$ cat src/rtl/nco_pkg.sv
// NCO shared definitions: control-word field layout and wave-select codes.
package nco_pkg;

    localparam int CW_WIDTH = 32;
    localparam int WAVE_MSB = 31;
    localparam int WAVE_LSB = 30;
    localparam int MODE_BIT = 29;
    localparam int INC_MSB  = 28;
    localparam int INC_LSB  = 0;
    localparam int INC_WIDTH = INC_MSB - INC_LSB + 1;

    typedef logic [WAVE_MSB-WAVE_LSB:0] wave_sel_t;

    localparam wave_sel_t WAVE_SAW    = 2'b00;
    localparam wave_sel_t WAVE_SQUARE = 2'b01;
    localparam wave_sel_t WAVE_TRI    = 2'b10;
    localparam wave_sel_t WAVE_RSVD   = 2'b11;

endpackage

$ cat src/rtl/nco_phase_accumulator_if.sv
// Control/sample bundle between an NCO voice and its host.
interface nco_phase_accumulator_if #(
    parameter int OUT_WIDTH = 12
);
    import nco_pkg::*;

    logic [CW_WIDTH-1:0]  i_control_word;
    logic                 i_hard_sync;
    logic [OUT_WIDTH-1:0] o_wave;
    logic                 o_wave_valid;
    logic                 o_wrap;
    logic                 o_pending;

    modport master (
        output i_control_word,
        output i_hard_sync,
        input  o_wave,
        input  o_wave_valid,
        input  o_wrap,
        input  o_pending
    );

    modport slave (
        input  i_control_word,
        input  i_hard_sync,
        output o_wave,
        output o_wave_valid,
        output o_wrap,
        output o_pending
    );

endinterface

$ cat src/rtl/nco_waveshaper.sv
// Registered phase-to-sample mapping; takes the top OUT_WIDTH+1 phase bits.
module nco_waveshaper
    import nco_pkg::*;
#(
    parameter int OUT_WIDTH = 12
) (
    input  logic                 clk,
    input  logic                 rst,
    input  logic [OUT_WIDTH:0]   phase,
    input  wave_sel_t            sel,
    input  logic                 strobe,
    output logic [OUT_WIDTH-1:0] wave,
    output logic                 valid
);

    logic                 msb;
    logic [OUT_WIDTH-1:0] tri_t;
    logic [OUT_WIDTH-1:0] shape;

    assign msb   = phase[OUT_WIDTH];
    assign tri_t = phase[OUT_WIDTH-1:0];

    always_comb begin
        shape = '0;
        unique case (sel)
            WAVE_SAW:    shape = phase[OUT_WIDTH -: OUT_WIDTH];
            WAVE_SQUARE: shape = msb ? '0 : '1;
            WAVE_TRI:    shape = msb ? ~tri_t : tri_t;
            WAVE_RSVD:   shape = {1'b1, {(OUT_WIDTH-1){1'b0}}};
            default:     shape = '0;
        endcase
    end

    always_ff @(posedge clk) begin
        if (rst) begin
            wave  <= '0;
            valid <= 1'b0;
        end else begin
            valid <= strobe;
            if (strobe) begin
                wave <= shape;
            end
        end
    end

endmodule

$ cat src/rtl/nco_phase_accumulator.sv
// One NCO voice: prescaled phase accumulator with immediate or wrap-aligned
module nco_phase_accumulator
    import nco_pkg::*;
#(
    parameter int PHASE_WIDTH = 32,
    parameter int OUT_WIDTH   = 12,
    parameter int DIVIDE      = 1
) (
    input logic                    i_clock,
    input logic                    i_reset,
    nco_phase_accumulator_if.slave bus
);

    localparam int PS_W = (DIVIDE > 1) ? $clog2(DIVIDE) : 1;

    logic [PS_W-1:0]        presc;
    logic                   tick;
    logic [PHASE_WIDTH-1:0] phase;
    logic [PHASE_WIDTH:0]   sum;
    logic                   carry;
    logic [INC_WIDTH-1:0]   inc;
    wave_sel_t              sel;
    logic [CW_WIDTH-1:0]    hist;
    logic [INC_WIDTH-1:0]   pend_inc;
    wave_sel_t              pend_sel;
    logic                   pending;
    logic                   apply_imm;
    logic                   apply;
    logic                   change;
    logic                   mode;
    logic                   hs;
    logic                   wrap;
    logic                   strobe;

    assign hs     = bus.i_hard_sync;
    assign tick   = (presc == PS_W'(DIVIDE - 1));
    assign sum    = {1'b0, phase} + (PHASE_WIDTH + 1)'(inc);
    assign carry  = sum[PHASE_WIDTH];
    assign change = (bus.i_control_word != hist);
    assign mode   = bus.i_control_word[MODE_BIT];

    // a deferred word lands on a natural carry or a hard sync
    assign apply = apply_imm | (pending & (hs | (tick & carry)));

    always_ff @(posedge i_clock) begin
        if (i_reset) begin
            presc     <= '0;
            phase     <= '0;
            inc       <= '0;
            sel       <= WAVE_SAW;
            hist      <= '0;
            pend_inc  <= '0;
            pend_sel  <= WAVE_SAW;
            pending   <= 1'b0;
            apply_imm <= 1'b0;
            wrap      <= 1'b0;
            strobe    <= 1'b0;
        end else begin
            presc  <= tick ? '0 : presc + 1'b1;
            wrap   <= tick & ~hs & carry;
            strobe <= tick & ~hs;
            if (hs) begin
                phase <= '0;
            end else if (tick) begin
                phase <= sum[PHASE_WIDTH-1:0];
            end
            if (apply) begin
                sel     <= pend_sel;
                inc     <= pend_inc;
                pending <= 1'b0;
            end
            // a same-edge change re-arms pending after the old word is applied
            apply_imm <= change & ~mode;
            if (change) begin
                hist     <= bus.i_control_word;
                pend_sel <= bus.i_control_word[WAVE_MSB:WAVE_LSB];
                pend_inc <= bus.i_control_word[INC_MSB:INC_LSB];
                pending  <= mode;
            end
        end
    end

    nco_waveshaper #(
        .OUT_WIDTH (OUT_WIDTH)
    ) u_shaper (
        .clk    (i_clock),
        .rst    (i_reset),
        .phase  (phase[PHASE_WIDTH-1 -: OUT_WIDTH+1]),
        .sel    (sel),
        .strobe (strobe),
        .wave   (bus.o_wave),
        .valid  (bus.o_wave_valid)
    );

    assign bus.o_wrap    = wrap;
    assign bus.o_pending = pending;

endmodule
$ cat src/flat_wrapper.sv
// flat-port wrapper written by rule: the top's interface ports become plain ports
module nco_phase_accumulator_flat import nco_pkg::*;
#(
    parameter int PHASE_WIDTH = 32,
    parameter int OUT_WIDTH   = 12,
    parameter int DIVIDE      = 1
)
  (i_clock, i_reset, bus_i_control_word, bus_i_hard_sync, bus_o_wave, bus_o_wave_valid, bus_o_wrap, bus_o_pending);
  nco_phase_accumulator_if #(.OUT_WIDTH(OUT_WIDTH)) bus_i ();
  input logic i_clock;
  input logic i_reset;
  input wire logic [$bits(bus_i.i_control_word)-1:0] bus_i_control_word;
  input wire logic [$bits(bus_i.i_hard_sync)-1:0] bus_i_hard_sync;
  output wire logic [$bits(bus_i.o_wave)-1:0] bus_o_wave;
  output wire logic [$bits(bus_i.o_wave_valid)-1:0] bus_o_wave_valid;
  output wire logic [$bits(bus_i.o_wrap)-1:0] bus_o_wrap;
  output wire logic [$bits(bus_i.o_pending)-1:0] bus_o_pending;
  assign bus_i.i_control_word = bus_i_control_word;
  assign bus_i.i_hard_sync = bus_i_hard_sync;
  assign bus_o_wave = bus_i.o_wave;
  assign bus_o_wave_valid = bus_i.o_wave_valid;
  assign bus_o_wrap = bus_i.o_wrap;
  assign bus_o_pending = bus_i.o_pending;
  nco_phase_accumulator #(.PHASE_WIDTH(PHASE_WIDTH), .OUT_WIDTH(OUT_WIDTH), .DIVIDE(DIVIDE)) u_core (.i_clock(i_clock), .i_reset(i_reset), .bus(bus_i));
endmodule
$ cat config.mk
export PLATFORM = sky130hd
export DESIGN_NAME = nco_phase_accumulator_flat
export DESIGN_NICKNAME = d
export VERILOG_FILES = /design/src/rtl/nco_pkg.sv /design/src/rtl/nco_phase_accumulator_if.sv /design/src/rtl/nco_waveshaper.sv /design/src/rtl/nco_phase_accumulator.sv /design/src/flat_wrapper.sv
export SDC_FILE = /design/constraint.sdc
export NUM_CORES = 1
export LEC_CHECK = 0
export CAP_MARGIN = 20
export CORE_MARGIN = 10
export CORE_UTILIZATION = 45
export CTS_BUF_LIST = sky130_fd_sc_hd__clkbuf_2
export CTS_CLUSTER_SIZE = 20
export DETAILED_ROUTE_END_ITERATION = 12
export MAX_ROUTING_LAYER = met4
export SLEW_MARGIN = 20
export SYNTH_ARGS = -nofsm -noshare
export SYNTH_HDL_FRONTEND = slang
export SYNTH_HIERARCHICAL = 1
export SYNTH_SLANG_ARGS = --single-unit
export TNS_END_PERCENT = 1
$ cat constraint.sdc
create_clock -name i_clock -period 4.75 [get_ports i_clock]
set_clock_uncertainty 0.1 [all_clocks]
set_input_delay 0.475 -clock i_clock [delete_from_list [all_inputs] [get_ports i_clock]]
set_output_delay 0.475 -clock i_clock [all_outputs]
set_load 0.05 [all_outputs]
==> results.ini <==
[placement]
hpwl_microns=11380
pre_cts_slack_ns=1.620
portBuffers=49
placed_cells=926
gp_congestion=0.9199
dpl_cell_area_sq_mm=0.006999

[clocking]
clk_latency_ns=0.68
cts_max_level=4
cts_tree=yes
cts-resized-gates=0
hold_buffers=0
cts_num_sinks=113
clock_path_buffers=2
path_clk_slew_ns=0.19
root_buffer=clkbuf_2
cts_buffers=17
post_cts_buffers=0

[global_route]
grt_pass1_wl_microns=25730
use_met1_pct=22.12
grt.busiest_layer=met2
grt_pass1_vias=4946
antenna_found_initial=0
grtUsageMet2_pct=23.08
grt_use_met3_pct=3.245
grt.overflow.total=0
grt_max_degree=101
grt_usage_pct=16.26

[yosys]
synthArstFlopShare_pct=0
ys_seq_area_share_pct=34.82
yosys_warnings=6
synth_edf_count=0
ys_ff_latch=113
synth.top_cell.area_share_pct=34.82
yosysMostFrequentCell=dfxtp_1
ys_types=73
netlist_instances=731
avgSynthCellArea_sq_um=8.888
synth_common_cells=dfxtp_1 (113), mux2i_1 (47), nand2_1 (47)
synth-main-ff-cell=dfxtp_1
synth_area_sq_mm=0.006497
yosysTopAreaCell=dfxtp_1
netlist_top_cells_area=dfxtp_1 (35%), mux2i_1 (7.2%), ha_1 (5.6%)
synth_nets=796

[detailed_routing]
vias=5285
drt_iter0_markers=389
viasPerCell=5.517
wl_microns=15660
wl_per_cell_microns=16.34
drc_errors=0
ant_nets=0
firstDrtPassIters=4

[run_status]
outcome=finished clean

[final_layout]
nets=830
stdcell_area_sq_mm=0.007302
stdcell_count=958
fin_util_pct=52.20
layout-drive-gt1-share_pct=7.326
layout-area-overhead-vs-synth_pct=12.38
diodes=0

[power_and_ir_drop]
p_leak_uw=0.002956
pwr-share-comb_pct=11.8
clkPwrFrac_pct=39.0
power_density_mw_per_mm2=282.2
p_sw_share_pct=27.11
share_seq_of_total_power_pct=49.2
p_switching_uw=558.5
power.internal_uw=1502
ir_drop_mv=0.1610

[die]
die_w_microns=140.2
dieArea_sq_mm=0.01964
core_area_sq_mm=0.01399
pin_count=50
start_util_pct=46.45
num_rows=43
die_y_microns=140.2

[sta]
maxSlewViolCount=0
fmax_mhz=317.4
min_period_ns=3.150
setup_ws_ns=1.600
setup_violations=0
relSlewSlack_pct=41.25
post-route-period-util_pct=66.33
worstMarginPinSlew_ns=0.8794
rsz0062_at_grt=no
finalHoldViolCount=0
setup-tns-final_ns=0

[worst_setup_path]
end_kind=register
timing.critical_path.arrival_ns=3.65
critPathKind=reg2reg
path_max_fanout=31
r2r_setup_slack_ns=1.60
crit_required_ns=5.25
cp-start-kind=register

[run]
max_cap_violations=0

[hold_path]
hold_path.class=in2reg

-- placed cells by master (no fill, tap or decap), drive strengths merged, types with 3 or more instances in the layout --
cell / n
dfxtp: 113
clkdlybuf4s50: 48
nand2: 47
mux2i: 47
a21oi: 41
nor2: 40
xnor2: 39
nand3: 35
nand2b: 35
nor2b: 34
or2b: 31
ha: 29
o21ai: 27
clkbuf: 19
xor2: 19
nand4: 17
a211oi: 16
a21o: 14
and3: 12
nor3: 11
a31oi: 11
inv: 11
nor4: 9
o211ai: 6
or3: 6
buf: 6
bufinv: 5
or4: 4
clkinvlp: 3
a211o: 3
o21a: 3
-- through the flow --
| step | total power (uW) | hold WS (ns) |
|---|---|---|
| floorplan | 1198 | 0.3453 |
| global placement | 1274 | 0.3541 |
| detailed placement | 1278 | 0.3595 |
| CTS | 2090 | 0.1763 |
| global route | 2157 | 0.2011 |
| finish | 2060 | 0.2546 |
-- critical path, cell delays in order, from the launching register on --
cell	delay, ns
dfxtp_1	0.34
ha_1	0.23
fa_1	0.41
a21o_1	0.21
a311oi_2	0.33
nor3_2	0.11
o21ai_2	0.26
nand4_2	0.21
a31oi_4	0.17
buf_4	0.46
mux2i_1	0.24
-- flip-flops by register name, indices dropped and copies added (netlist names) --
| register | count |
|---|---|
| u_core/hist | 32 |
| u_core/phase | 32 |
| u_core/sel | 2 |
| u_core/presc | 1 |
| u_core/bus.o_wrap | 1 |
| u_core/apply_imm | 1 |
| u_core/bus.o_pending | 1 |
| u_core/inc | 29 |
| u_core/u_shaper/wave | 12 |
| u_core/u_shaper/valid | 1 |
| u_core/strobe | 1 |
-- layer usage --
metal | up-vias | share of wire (%)
met5 | - | 0
met4 | 0 | 1.7
met3 | 13 | 3.9
met2 | 120 | 43
met1 | 2465 | 51
li1 | 2687 | -
-- layout make-up --
type                    instances  area (sq um)
repair buffers                 54         523.0
well taps                     180         225.2
fillers                      1362          6686
clock inverters                13         207.7
multi-input cells             571          3959
clock buffers                  19         95.09
inverters                       8         30.03
flip-flops and latches        113          2262
-- power by group through the flow --
stage | Clock (uW) | Combinational (uW) | Sequential [uW]
5_1_grt | 873 | 265 | 1020
4_1_cts | 832 | 244 | 1010
3_3_place_gp | 0 | 241 | 1030
2_1_floorplan | 0 | 158 | 1040
6_report | 804 | 243 | 1010
3_5_place_dp | 0 | 244 | 1030
-- worst paths after layout --
path	start	to	depth (start not counted)
setup / recovery	u_core/phase[0]$_SDFFE_PP0N_	u_core/inc[22]$_SDFFE_PP0P_	10
hold / removal	i_reset	u_core/phase[23]$_SDFFE_PP0N_	5
setup reg to reg	u_core/phase[0]$_SDFFE_PP0N_	u_core/inc[22]$_SDFFE_PP0P_	10
hold reg to reg	u_core/phase[13]$_SDFFE_PP0N_	u_core/phase[13]$_SDFFE_PP0N_	2
-- cells by family after synthesis --
logic type,after synthesis,synth area share [%]
compound gates,143,14.81
xor+xnor,58,7.818
fa+ha+maj,30,5.893
buf+inv,47,4.294
flops,113,34.82
mux,47,7.240
other cells,1,0.05771
simple gates,292,25.07
Note: power is estimated with default switching activity, not from simulation.
